$ cat config.mk
export PLATFORM = sky130hd
export DESIGN_NAME = calculator_alu
export DESIGN_NICKNAME = d
export VERILOG_FILES = /design/src/rtl/calculator_alu.sv
export SDC_FILE = /design/constraint.sdc
export NUM_CORES = 1
export LEC_CHECK = 0
export CAP_MARGIN = 20
export CORE_UTILIZATION = 55
export CTS_CLUSTER_SIZE = 20
export DETAILED_ROUTE_END_ITERATION = 8
export HOLD_SLACK_MARGIN = 0.05
export PLACE_DENSITY = 0.75
export SYNTH_ARGS = -nofsm -noshare
export SYNTH_HDL_FRONTEND = slang
export SYNTH_SLANG_ARGS = --single-unit
$ cat constraint.sdc
create_clock -name clk -period 3.61 [get_ports clk]
set_input_delay 0.722 -clock clk [delete_from_list [all_inputs] [get_ports clk]]
set_output_delay 0.722 -clock clk [all_outputs]
set_load 0.01 [all_outputs]
$ cat src/rtl/calculator_alu.sv
// rtl/calculator_alu.sv - multi-cycle ALU: single-cycle ADD/SUB, shift-add MUL and restoring DIV
module calculator_alu #(
    parameter int DATA_WIDTH = 16
) (
    input  logic                  clk,
    input  logic                  rst_n,
    input  logic [DATA_WIDTH-1:0] i_alu_input_a,
    input  logic [DATA_WIDTH-1:0] i_alu_input_b,
    input  logic [1:0]            i_alu_input_op,
    input  logic                  i_alu_input_signed,
    input  logic                  i_alu_input_valid,
    output logic                  o_alu_input_ready,
    output logic [DATA_WIDTH-1:0] o_alu_result,
    output logic                  o_alu_error,
    output logic                  o_alu_result_valid,
    input  logic                  i_alu_result_ready
);

    localparam int N = DATA_WIDTH;
    localparam logic [1:0] OP_ADD = 2'b00;
    localparam logic [1:0] OP_SUB = 2'b01;
    localparam logic [1:0] OP_MUL = 2'b10;
    localparam logic [1:0] OP_DIV = 2'b11;
    localparam logic [N-1:0]   CNT_LAST = N'(N - 1);
    localparam logic [2*N-1:0] POS_LIM  = {{(N + 1){1'b0}}, {(N - 1){1'b1}}};
    localparam logic [2*N-1:0] NEG_LIM  = {{N{1'b0}}, 1'b1, {(N - 1){1'b0}}};

    typedef enum logic [2:0] {IDLE, MUL_ITER, DIV_ITER, FINISH, DONE} state_t;

    state_t         state, state_next;
    logic [N-1:0]   mag_b, cnt, result_q;
    logic [2*N-1:0] acc;
    logic [1:0]     op_q;
    logic           error_q, sgn_q, neg_q, b_zero_q;

    logic [N-1:0]   abs_a, abs_b, div_rem;
    logic [N:0]     sum, diff, mul_sum, div_shift, div_trial;
    logic           add_err, sub_err, div_ge;
    logic [2*N-1:0] fin_mag;
    logic           fin_neg, fin_ovf, fin_err;
    logic [N-1:0]   fin_res;

    assign abs_a = (i_alu_input_signed && i_alu_input_a[N-1]) ? (~i_alu_input_a + N'(1)) : i_alu_input_a;
    assign abs_b = (i_alu_input_signed && i_alu_input_b[N-1]) ? (~i_alu_input_b + N'(1)) : i_alu_input_b;

    assign sum  = {1'b0, i_alu_input_a} + {1'b0, i_alu_input_b};
    assign diff = {1'b0, i_alu_input_a} - {1'b0, i_alu_input_b};
    assign add_err = i_alu_input_signed
                   ? ((i_alu_input_a[N-1] == i_alu_input_b[N-1]) && (sum[N-1] != i_alu_input_a[N-1]))
                   : sum[N];
    assign sub_err = i_alu_input_signed
                   ? ((i_alu_input_a[N-1] != i_alu_input_b[N-1]) && (diff[N-1] != i_alu_input_a[N-1]))
                   : diff[N];

    // acc = {partial product high, multiplier remaining} for MUL, {remainder, dividend/quotient} for DIV
    assign mul_sum   = {1'b0, acc[2*N-1:N]} + (acc[0] ? {1'b0, mag_b} : {(N + 1){1'b0}});
    assign div_shift = {acc[2*N-1:N], acc[N-1]};
    assign div_trial = div_shift - {1'b0, mag_b};
    assign div_ge    = ~div_trial[N];
    assign div_rem   = div_ge ? div_trial[N-1:0] : div_shift[N-1:0];

    assign fin_mag = (op_q == OP_MUL) ? acc : {{N{1'b0}}, acc[N-1:0]};
    assign fin_neg = neg_q && (fin_mag != '0);
    assign fin_ovf = sgn_q ? (fin_mag > (neg_q ? NEG_LIM : POS_LIM))
                           : ((op_q == OP_MUL) && (acc[2*N-1:N] != '0));
    assign fin_err = fin_ovf || ((op_q == OP_DIV) && b_zero_q);
    assign fin_res = fin_err ? '0 : (fin_neg ? (~fin_mag[N-1:0] + N'(1)) : fin_mag[N-1:0]);

    always_ff @(posedge clk or negedge rst_n) begin
        if (!rst_n) state <= IDLE;
        else        state <= state_next;
    end

    always_comb begin
        state_next         = state;
        o_alu_input_ready  = 1'b0;
        o_alu_result_valid = 1'b0;
        case (state)
            IDLE: begin
                o_alu_input_ready = 1'b1;
                if (i_alu_input_valid) begin
                    case (i_alu_input_op)
                        OP_MUL:  state_next = MUL_ITER;
                        OP_DIV:  state_next = DIV_ITER;
                        default: state_next = DONE;
                    endcase
                end
            end
            MUL_ITER, DIV_ITER: if (cnt == CNT_LAST) state_next = FINISH;
            FINISH: state_next = DONE;
            DONE: begin
                o_alu_result_valid = 1'b1;
                if (i_alu_result_ready) state_next = IDLE;
            end
            default: state_next = IDLE;
        endcase
    end

    always_ff @(posedge clk or negedge rst_n) begin
        if (!rst_n) begin
            mag_b    <= '0;
            cnt      <= '0;
            acc      <= '0;
            op_q     <= OP_ADD;
            sgn_q    <= 1'b0;
            neg_q    <= 1'b0;
            b_zero_q <= 1'b0;
            result_q <= '0;
            error_q  <= 1'b0;
        end else begin
            case (state)
                IDLE: if (i_alu_input_valid) begin
                    op_q     <= i_alu_input_op;
                    sgn_q    <= i_alu_input_signed;
                    neg_q    <= i_alu_input_signed && (i_alu_input_a[N-1] ^ i_alu_input_b[N-1]);
                    b_zero_q <= (i_alu_input_b == '0);
                    mag_b    <= abs_b;
                    acc      <= {{N{1'b0}}, abs_a};
                    cnt      <= '0;
                    if (i_alu_input_op == OP_ADD) begin
                        result_q <= add_err ? '0 : sum[N-1:0];
                        error_q  <= add_err;
                    end else if (i_alu_input_op == OP_SUB) begin
                        result_q <= sub_err ? '0 : diff[N-1:0];
                        error_q  <= sub_err;
                    end
                end
                MUL_ITER: begin
                    acc <= {mul_sum, acc[N-1:1]};
                    cnt <= cnt + N'(1);
                end
                DIV_ITER: begin
                    acc <= {div_rem, acc[N-2:0], div_ge};
                    cnt <= cnt + N'(1);
                end
                FINISH: begin
                    result_q <= fin_res;
                    error_q  <= fin_err;
                end
                default: ;
            endcase
        end
    end

    assign o_alu_result = result_q;
    assign o_alu_error  = error_q;

endmodule

==> out/summary.txt <==
#FFs+latches synth: 89
ranking of synthesized cells by area: dfrtp_1 (26%), ha_1 (12%), nand2_1 (5.4%), xnor2_1 (4.9%), o21ai_0 (4.5%)
Main synth FF type: dfrtp_1
die area: 16220 um^2
syn nets: 1218
top cells by count, synth: nand2_1 (125), nor2_1 (101), dfrtp_1 (89), ha_1 (84), o21ai_0 (77)
number of I/O pins: 58
Iter 0 DRT Violations: 928
chip height: 127.3 um
PD cells: 782.9 nW/um^2
final setup fails: 0
Slew HR: 35.46%
Period minus WS final: 3550 ps
vias in the first global route: 7944
First-pass DRT Iterations: 6
fraction of the cycle the final worst path needs: 98.34%
vias per std cell: 6.016
clock tree root buffer cell: clkbuf_16
clock sink total: 89
Peak Freq: 281.7 MHz
max-slew violations: 0
syn avg cell area: 7.920 um^2
post-route ant nets: 0
total grt overflow: 0
worst path cell trace: clkdlybuf4s50_1 > ha_2 > fa_2 > nor2b_2 > o2111ai_2 > nand4b_1 > a311oi_2 > o21ai_2 > a32oi_2 > buf_6 > o21ai_0 > a32o_1 > o221ai_1
crit-path max FO: 5
via count: 8615
global-route wire length before repair: 41.62 mm
sum of buffers and inverters on the critical path: 2
Crit. End Element: register
core box area: 15260 um^2
Synth cell types: 67
Worst Clk Skew: 11.73 ps
Syn-to-layout area delta: 21.08%
CTS tree: built
count leader, synth: nand2_1
critical path's top delay family: compound AO/OA/AOI/OAI gates
Tot Pwr: 0.008191 W
number of hold buffers added after cts: 0
dominant cell type by area after synthesis: dfrtp_1
Final #Nets: 1342
hold crit path type: input pin to asynchronous set/reset pin
ys async rst share: 100.0%
Initial Util: 56.63%
area share of the largest cell type after synthesis: 25.77%
Cells after Synth: 1091
GRT Total Usage: 32.88%
DP Area: 10050 um^2
CTS buffer count: 9
CTS clk-pin slew, worst paths: 70 ps
Max Cap Viol: 0
pin count of the biggest net entering global routing: 65
PortBufs: 57
CP max-delay cell: clkdlybuf4s50_1
clk_lat worst skew: 350 ps
initial antenna violation count: 1
htree depth: 3
worst endpoint required time: 3860 ps
CP Class: input pin to register
fraction of layout cells with a size suffix above 1: 12.21%
GP Congestion: 0.9978
Critical Path Max Stage Delay: 420 ps
Worst-Margin Slew: 965.7 ps
num rows: 45
Die Span X: 127.3 um
VDD IR max: 0.4898 mV
drt wl/cell: 18.08 um
CP Data Arrival Time: 3800 ps
post-route cell area: 10460 um^2
synthesized area: 8641 um^2
leakage: 4.832 nW
final wirelength: 25.90 mm
DP HPWL: 20.55 mm
Min Hold Slack: 458.5 ps
Final Hold Fails: 0
sequential fraction of the synthesis area: 25.77%
status: completed
CTS Buffer Depth: 2
startpoint types: input pin
Core Util, Final: 68.57%
number of flops mapped to enable cells by yosys: 0
synth warn: 0
setup TNS: 0 ps
DRC viols: 0
fillcell total: 1326
-- layout make-up --
type | instances | area, um^2 | share of cell area [%]
Clock buffer | 12 | 256.5 | 2.452
Antenna cell | 1 | 2.502 | 0.02392
Sequential cell | 89 | 2227 | 21.29
Tap cell | 211 | 264.0 | 2.523
Multi-Input combinational cell | 888 | 6035 | 57.68
Clock inverter | 4 | 73.82 | 0.7056
Inverter | 66 | 247.7 | 2.368
Timing Repair Buffer | 161 | 1356 | 12.96
-- report_power, final --
part / internal, W / leakage, nW / switching (W)
clock network: 0.000647 / 0.163 / 0.000409
logic: 0.00229 / 3.53 / 0.00290
registers: 0.00141 / 1.13 / 0.000543
total: 0.00434 / 4.83 / 0.00385
-- final timing paths --
kind,from,endpoint,slack [ps],cells after the start
setup / recovery,i_alu_input_b[0],o_alu_result[6]$_DFFE_PN0P_,60,13
hold / removal,rst_n,acc[17]$_DFFE_PN0P_,460,1
setup reg to reg,acc[15]$_DFFE_PN0P_,acc[29]$_DFFE_PN0P_,480,13
hold reg to reg,mag_b[2]$_DFFE_PN0P_,mag_b[2]$_DFFE_PN0P_,490,2
max in group asynchronous,rst_n,acc[3]$_DFFE_PN0P_,2420,2
min in group clk,mag_b[2]$_DFFE_PN0P_,mag_b[2]$_DFFE_PN0P_,490,2
-- routing by layer --
layer  up-vias  wire length (um)  global-route usage (%)
li1       4205                 -                       -
met1      4071             12270                   48.17
met2       311             11180                   49.50
met3        28              2046                   6.072
met4         0               406                   8.543
met5         -                 0                       0
-- cells by family after synthesis --
group	after synthesis	share of synthesized area, %
flip-flops	89	25.77
XOR/XNOR	79	8.007
buffers and inverters	114	5.227
multiplexers	13	1.506
AO/OA/AOI/OAI	325	25.27
adder cells (fa/ha/maj)	88	13.09
AND/OR/NAND/NOR	383	21.13
-- what timing repair did --
| item | CTS | global route |
|---|---|---|
| resized for setup | 1 | 17 |
| endpoints found under the setup margin | 3 | 17 |
| setup buffers | 0 | 2 |
| endpoints found under the hold margin | 0 | 0 |
| gates cloned | 0 | 2 |
| pin swaps | 0 | 6 |
-- registers in the layout, indices dropped and copies added (netlist names) --
register,flops
cnt,16
sgn_q,1
o_alu_error,1
state,3
op_q,2
b_zero_q,1
neg_q,1
o_alu_result,16
mag_b,16
acc,32
-- cell usage in the layout, fill, tap and decap left out, drive strengths merged, types with 11 or more instances in the layout --
cell type	n
buf	105
nand3b	13
nor3	17
a22oi	17
dfrtp	89
nor2	101
clkbuf	12
xnor2	48
inv	67
a31oi	11
ha	84
nor2b	15
o221ai	11
a21oi	76
o31ai	13
a21o	18
nand3	25
xor2	31
and2	18
a221oi	14
o21ai	77
nor4	11
mux2i	13
clkdlybuf4s50	55
o21a	11
nand2	125
-- per-stage QoR --
stage | worst slack, ps | instances
detailed placement | -422.4 | 1411
floorplan | 132.8 | 1091
global route | -20.15 | 1431
global placement | -225.4 | 1411
CTS | 8.777 | 1427
finish | 59.84 | 1432
(Power assumes the default switching activity.)
==> edit 1 (config.mk and constraints unchanged) <==
Encoding of `state_t`: now one-hot (5 bits for 5 states).
--- a/src/rtl/calculator_alu.sv
+++ b/src/rtl/calculator_alu.sv
@@ -26,5 +26,5 @@
     localparam logic [2*N-1:0] NEG_LIM  = {{N{1'b0}}, 1'b1, {(N - 1){1'b0}}};
 
-    typedef enum logic [2:0] {IDLE, MUL_ITER, DIV_ITER, FINISH, DONE} state_t;
+    typedef enum logic [4:0] {IDLE = 5'b00001, MUL_ITER = 5'b00010, DIV_ITER = 5'b00100, FINISH = 5'b01000, DONE = 5'b10000} state_t;
 
     state_t         state, state_next;
Formal check against the unedited RTL: no difference found for any inputs over 10 cycles, from zero or initial values and one cycle with rst_n low; not proved beyond that.
==> edit 1 against the unedited design <==
- power shrank 4.8%
- sequential power decreased by 3%
- largest cell class unchanged
- largest power group unchanged
- routed wire length rose by 9.2%
- worst setup slack better by 9.5 ps
- critical endpoint is now o_alu_result[4]$_DFFE_PN0P_
- design area is 4.1% higher
- synthesized area decreased by 0.49%
- clock power down 7%
- via count grew 4.4%
- sequential cell count grew 2
==> edit 1: results (changes against the unedited design) <==
* H-tree Lvls at 3 (unchanged)
* WL/cell at 19.8 µm (+9.4%)
* Clk_skew at 13.8 ps (+2.04 ps)
* Post-Syn Nets at 1195 (-1.9%)
* CTS Buffer Depth at 2 (unchanged)
* Critical R2R Capture: acc[17]$_DFFE_PN0P_
* Number of flip-flops in the largest register at 32 (unchanged)
* First-pass GRT wire length at 44100 µm (+6.0%)
* Initial antenna violation count at 0 (-1)
* Leakage at 5.13 nW (+6.1%)
* Yosys warns at 0 (unchanged)
* Met3 usage at 7.04% (+0.96 points)
* Total number of vias at 8993 (+4.4%)
* Layout cells sized above 1 at 17.1% (+4.9 points)
* DRT iter0 DRCs at 769 (-17%)
* Num CTS Buffers at 9 (unchanged)
* Dpl ws at -614 ps (-192 ps)
* Root buffer cell: clkbuf_16
* Setup TNS at 0 ps (unchanged)
* Worst slew pin tran at 831 ps (-135 ps)
* Async S/R FF share, synth at 100% (unchanged)
* WP data arrival at 3780 ps (-20 ps)
* Register area share after synthesis at 26.5% (+0.72 points)
* Routed wl met2 at 12700 µm (+14%)
* Crit path required time at 3850 ps (about the same)
* Met2 usage at 56.7% (+7.2 points)
* Cell Area, Placed at 10300 µm² (+2.7%)
* R2R cell count at 14 (+1)
* DR WL met3 at 2230 µm (+8.9%)
* Worst vdd ir at 508 µV (+3.8%)
* Avg Inst Size Synth at 8.05 µm² (+1.7%)
* RePlAce Congestion at 0.951 (-4.7%)
* Metal-1 WL at 12500 µm (+2.2%)
* Post-DP HPWL at 21700 µm (+5.4%)
* M1 GR Usage at 47.6% (-0.54 points)
* Total GRT Usage at 35.3% (+2.5 points)
* Reg with most FFs: acc
* Worst-path clk slew at 80 ps
* Min-Delay Path Class: input port to asynchronous set/reset pin
* # diodes at 0 (-1)
* Vias in the first global route at 8424 (+6.0%)
* Net Sw Power at 3.71 mW (-3.6%)
* Outcome: complete, no violations
* Post-synth cell types at 69 (+3.0%)
* R2R setup slack at 290 ps (-190 ps)
* Largest net degree at the start of global routing at 50 (-23%)
* Worst skew pair latency at 360 ps
* CP max FO at 4 (-1)
* Synth top area cells: dfrtp_1 26%, ha_1 12%, nor2_1 4.8%
* Synth cell count leaders: 110 x nor2_1, 100 x nand2_1, 90 x dfrtp_1
* Drt first pass iters at 8 (+2)
* Inst Count DP at 1410 (-0.071%)
* Port bufs at 57 (unchanged)
* Hold Worst Slack at 381 ps (-77.6 ps)
* Vias per cell at 6.29 (+4.6%)
==> edit 1: changes by cell type in the layout (fill, tap and decap cells not counted), moves of 7 or more <==
cell | before | now
buf_4 | 102 | 140
nand2_1 | 125 | 100
clkdlybuf4s50_1 | 55 | 37
dlymetal6s2s_1 | 1 | 17
or3_1 | 8 | 20
nand3b_1 | 13 | 5
nor2_1 | 101 | 109
o221a_1 | 0 | 8
a21oi_1 | 76 | 69
a22oi_1 | 17 | 10
ha_1 | 83 | 76
nand2b_1 | 10 | 17
o21ai_1 | 1 | 8
==> edit 1: cell families (layout without fill, tap and decap cells) <==
family	count (synthesis)	count (layout)	share of synthesized area [%]
buffers and inverters	114	286	5.11
XOR/XNOR	70	70	7.13
AND/OR/NAND/NOR	361	362	20.2
AO/OA/AOI/OAI	328	328	26.1
multiplexers	16	16	1.88
adder cells (fa/ha/maj)	88	88	13.2
flip-flops	91	91	26.5
==> edit 1: cell type report <==
| type | instances | area, µm² |
|---|---|---|
| clock buffers | 9 | 225 |
| well taps | 188 | 235 |
| clock inverters | 7 | 76.3 |
| inverters | 71 | 267 |
| fillers | 1281 | 4310 |
| repair buffers | 199 | 1700 |
| flip-flops and latches | 91 | 2280 |
| multi-input cells | 864 | 6110 |
==> edit 1: timing repair <==
item | CTS | global route
hold endpoints to repair | 0 | 0
pin swaps | 9 | 17
gates cloned | 1 | 0
resized for setup | 23 | 38
setup buffers | 0 | 3
setup endpoints to repair | 14 | 20
==> edit 1: power groups by stage <==
stage               clock [mW]  sequential, mW  combinational, mW
CTS                      0.985            1.87               4.83
finish                   0.984            1.89               4.92
detailed placement           0            1.88               4.75
global placement             0            1.88               4.64
floorplan                    0            1.75               3.29
global route              1.02            1.93               5.41
==> edit 1: worst max-delay path by stage <==
stage / to / cells past startpoint / slack, ps / start
3_5_place_dp: o_alu_result[4]$_DFFE_PN0P_ / 12 / -610 / i_alu_input_b[7]
6_report: o_alu_result[4]$_DFFE_PN0P_ / 13 / 70 / i_alu_input_b[4]
5_1_grt: o_alu_result[7]$_DFFE_PN0P_ / 12 / -5 / i_alu_input_b[11]
3_3_place_gp: o_alu_result[10]$_DFFE_PN0P_ / 12 / -650 / i_alu_input_b[7]
4_1_cts: o_alu_result[4]$_DFFE_PN0P_ / 12 / -6 / i_alu_input_b[5]
2_1_floorplan: o_alu_result[11]$_DFFE_PN0P_ / 12 / 50 / i_alu_input_b[1]
==> edit 1: critical path, stage by stage <==
cell and delay (ps):
dlygate4sd2_1 250, inv_2 60, ha_2 180, or3_4 380, or2_1 260, o311a_4 160
a21o_1 200, a2111oi_4 430, o21a_1 240, nor4_4 70, buf_4 190, a221o_1 320
a221o_1 310
==> edit 2 (config.mk and constraints unchanged) <==
Without the edit above. `DATA_WIDTH`: 16 -> 20.
--- a/src/rtl/calculator_alu.sv
+++ b/src/rtl/calculator_alu.sv
@@ -1,5 +1,5 @@
 // rtl/calculator_alu.sv - multi-cycle ALU: single-cycle ADD/SUB, shift-add MUL and restoring DIV
 module calculator_alu #(
-    parameter int DATA_WIDTH = 16
+    parameter int DATA_WIDTH = 20
 ) (
     input  logic                  clk,
Interface: changed (resized i_alu_input_a, i_alu_input_b and o_alu_result); port bits go from 58 to 70. The function was not compared with the original's and may differ.
==> edit 2 against the unedited design <==
- worst setup slack improved by 41 ps
- via count increased by 30%
- synthesized cell count increased by 24%
- non-clock buffer count increased by 103
- largest power group unchanged
- power increased by 23%
- design area increased by 29%
- synthesized area increased by 24%
- sequential cell count increased by 20
- critical path depth unchanged
- routed wire length increased by 39%
- sequential share of layout area decreased by 1.0 points
- cell count increased by 27%
- critical endpoint is now o_alu_result[2]$_DFFE_PN0P_
==> edit 2: results (changes against the unedited design) <==
* Outcome: complete, no violations
* Port bufs at 69 (+21%)
* Post-DP HPWL at 28100 µm (+37%)
* Inst Count DP at 1795 (+27%)
* Vias per cell at 6.13 (+1.9%)
* Number of flip-flops in the largest register at 40 (+25%)
* Dpl ws at -696 ps (-274 ps)
* Post-synth cell types at 83 (+24%)
* Drt first pass iters at 5 (-1)
* Worst-path clk slew at 90 ps (+20 ps)
* Initial antenna violation count at 0 (-1)
* Layout cells sized above 1 at 17.7% (+5.5 points)
* Total wire length at 36000 µm (+39%)
* Fillers at 1574 (+19%)
* Crit path from: i_alu_input_b[3]
* Synth cell count leaders: 140 x nor2_1, 127 x nand2_1, 109 x dfrtp_1
* Worst skew pair latency at 370 ps (+20 ps)
* First-pass GRT wire length at 56900 µm (+37%)
* Cell Area, Placed at 12800 µm² (+28%)
* Register area share after synthesis at 25.5% (-0.27 points)
* Worst slew pin tran at 1010 ps (+40.6 ps)
* Total GRT Usage at 36.6% (+3.7 points)
* Leakage at 6.29 nW (+30%)
* DRT iter0 DRCs at 762 (-18%)
* Register area at 2730 µm² (+22%)
==> edit 2: logic make-up (layout without fill, tap and decap cells) <==
group                      count (synthesis)  after routing  synth area share (%)
muxes                                      8              8                 0.760
adders and majority gates                108            108                  12.9
xor gates and xnor gates                 111            111                  9.09
AOI/OAI and AO/OA                        437            437                  27.3
and+or+nand+nor                          428            429                  18.8
DFF                                      109            109                  25.5
buffers and inverters                    147            360                  5.65
==> edit 2: path summary, 6_finish.rpt <==
check | to | slack (ps)
worst max-delay path | o_alu_result[2]$_DFFE_PN0P_ | 100
max in group asynchronous | cnt[6]$_DFFE_PN0P_ | 2240
min in group clk | mag_b[8]$_DFFE_PN0P_ | 490
worst max register to register | acc[39]$_DFFE_PN0P_ | 170
worst min-delay path | o_alu_result[11]$_DFFE_PN0P_ | 470
worst min register to register | mag_b[8]$_DFFE_PN0P_ | 490
==> edit 2: what timing repair did <==
action	4_1_cts	5_1_grt
hold buffers	0	0
buffers inserted	6	3
endpoints found under the setup margin	21	16
gates resized for setup	20	46
cloned	1	1
pin swaps	13	18
==> edit 2: cell type report <==
class	count	area share, %
tap	260	2.41
inverter	80	2.23
timing repair buffer	264	16.5
clock buffer	10	1.70
sequential	109	20.2
clock inverter	6	0.399
multi-input combinational	1093	56.6
==> edit 2: report_power, final <==
group,internal (mW),switching (mW)
registers,1.71,0.670
clock network,0.486,0.530
logic,2.90,3.80
==> edit 2: layer usage <==
layer | vias to the layer above | share of wire (%) | GRT usage, % | wire length (µm)
met5 | - | 0 | 0 | 0
met4 | 0 | 4.9 | 16.3 | 1760
met3 | 111 | 6.7 | 5.03 | 2410
met2 | 460 | 46 | 60.3 | 16400
met1 | 5285 | 43 | 48.0 | 15400
li1 | 5312 | - | - | -
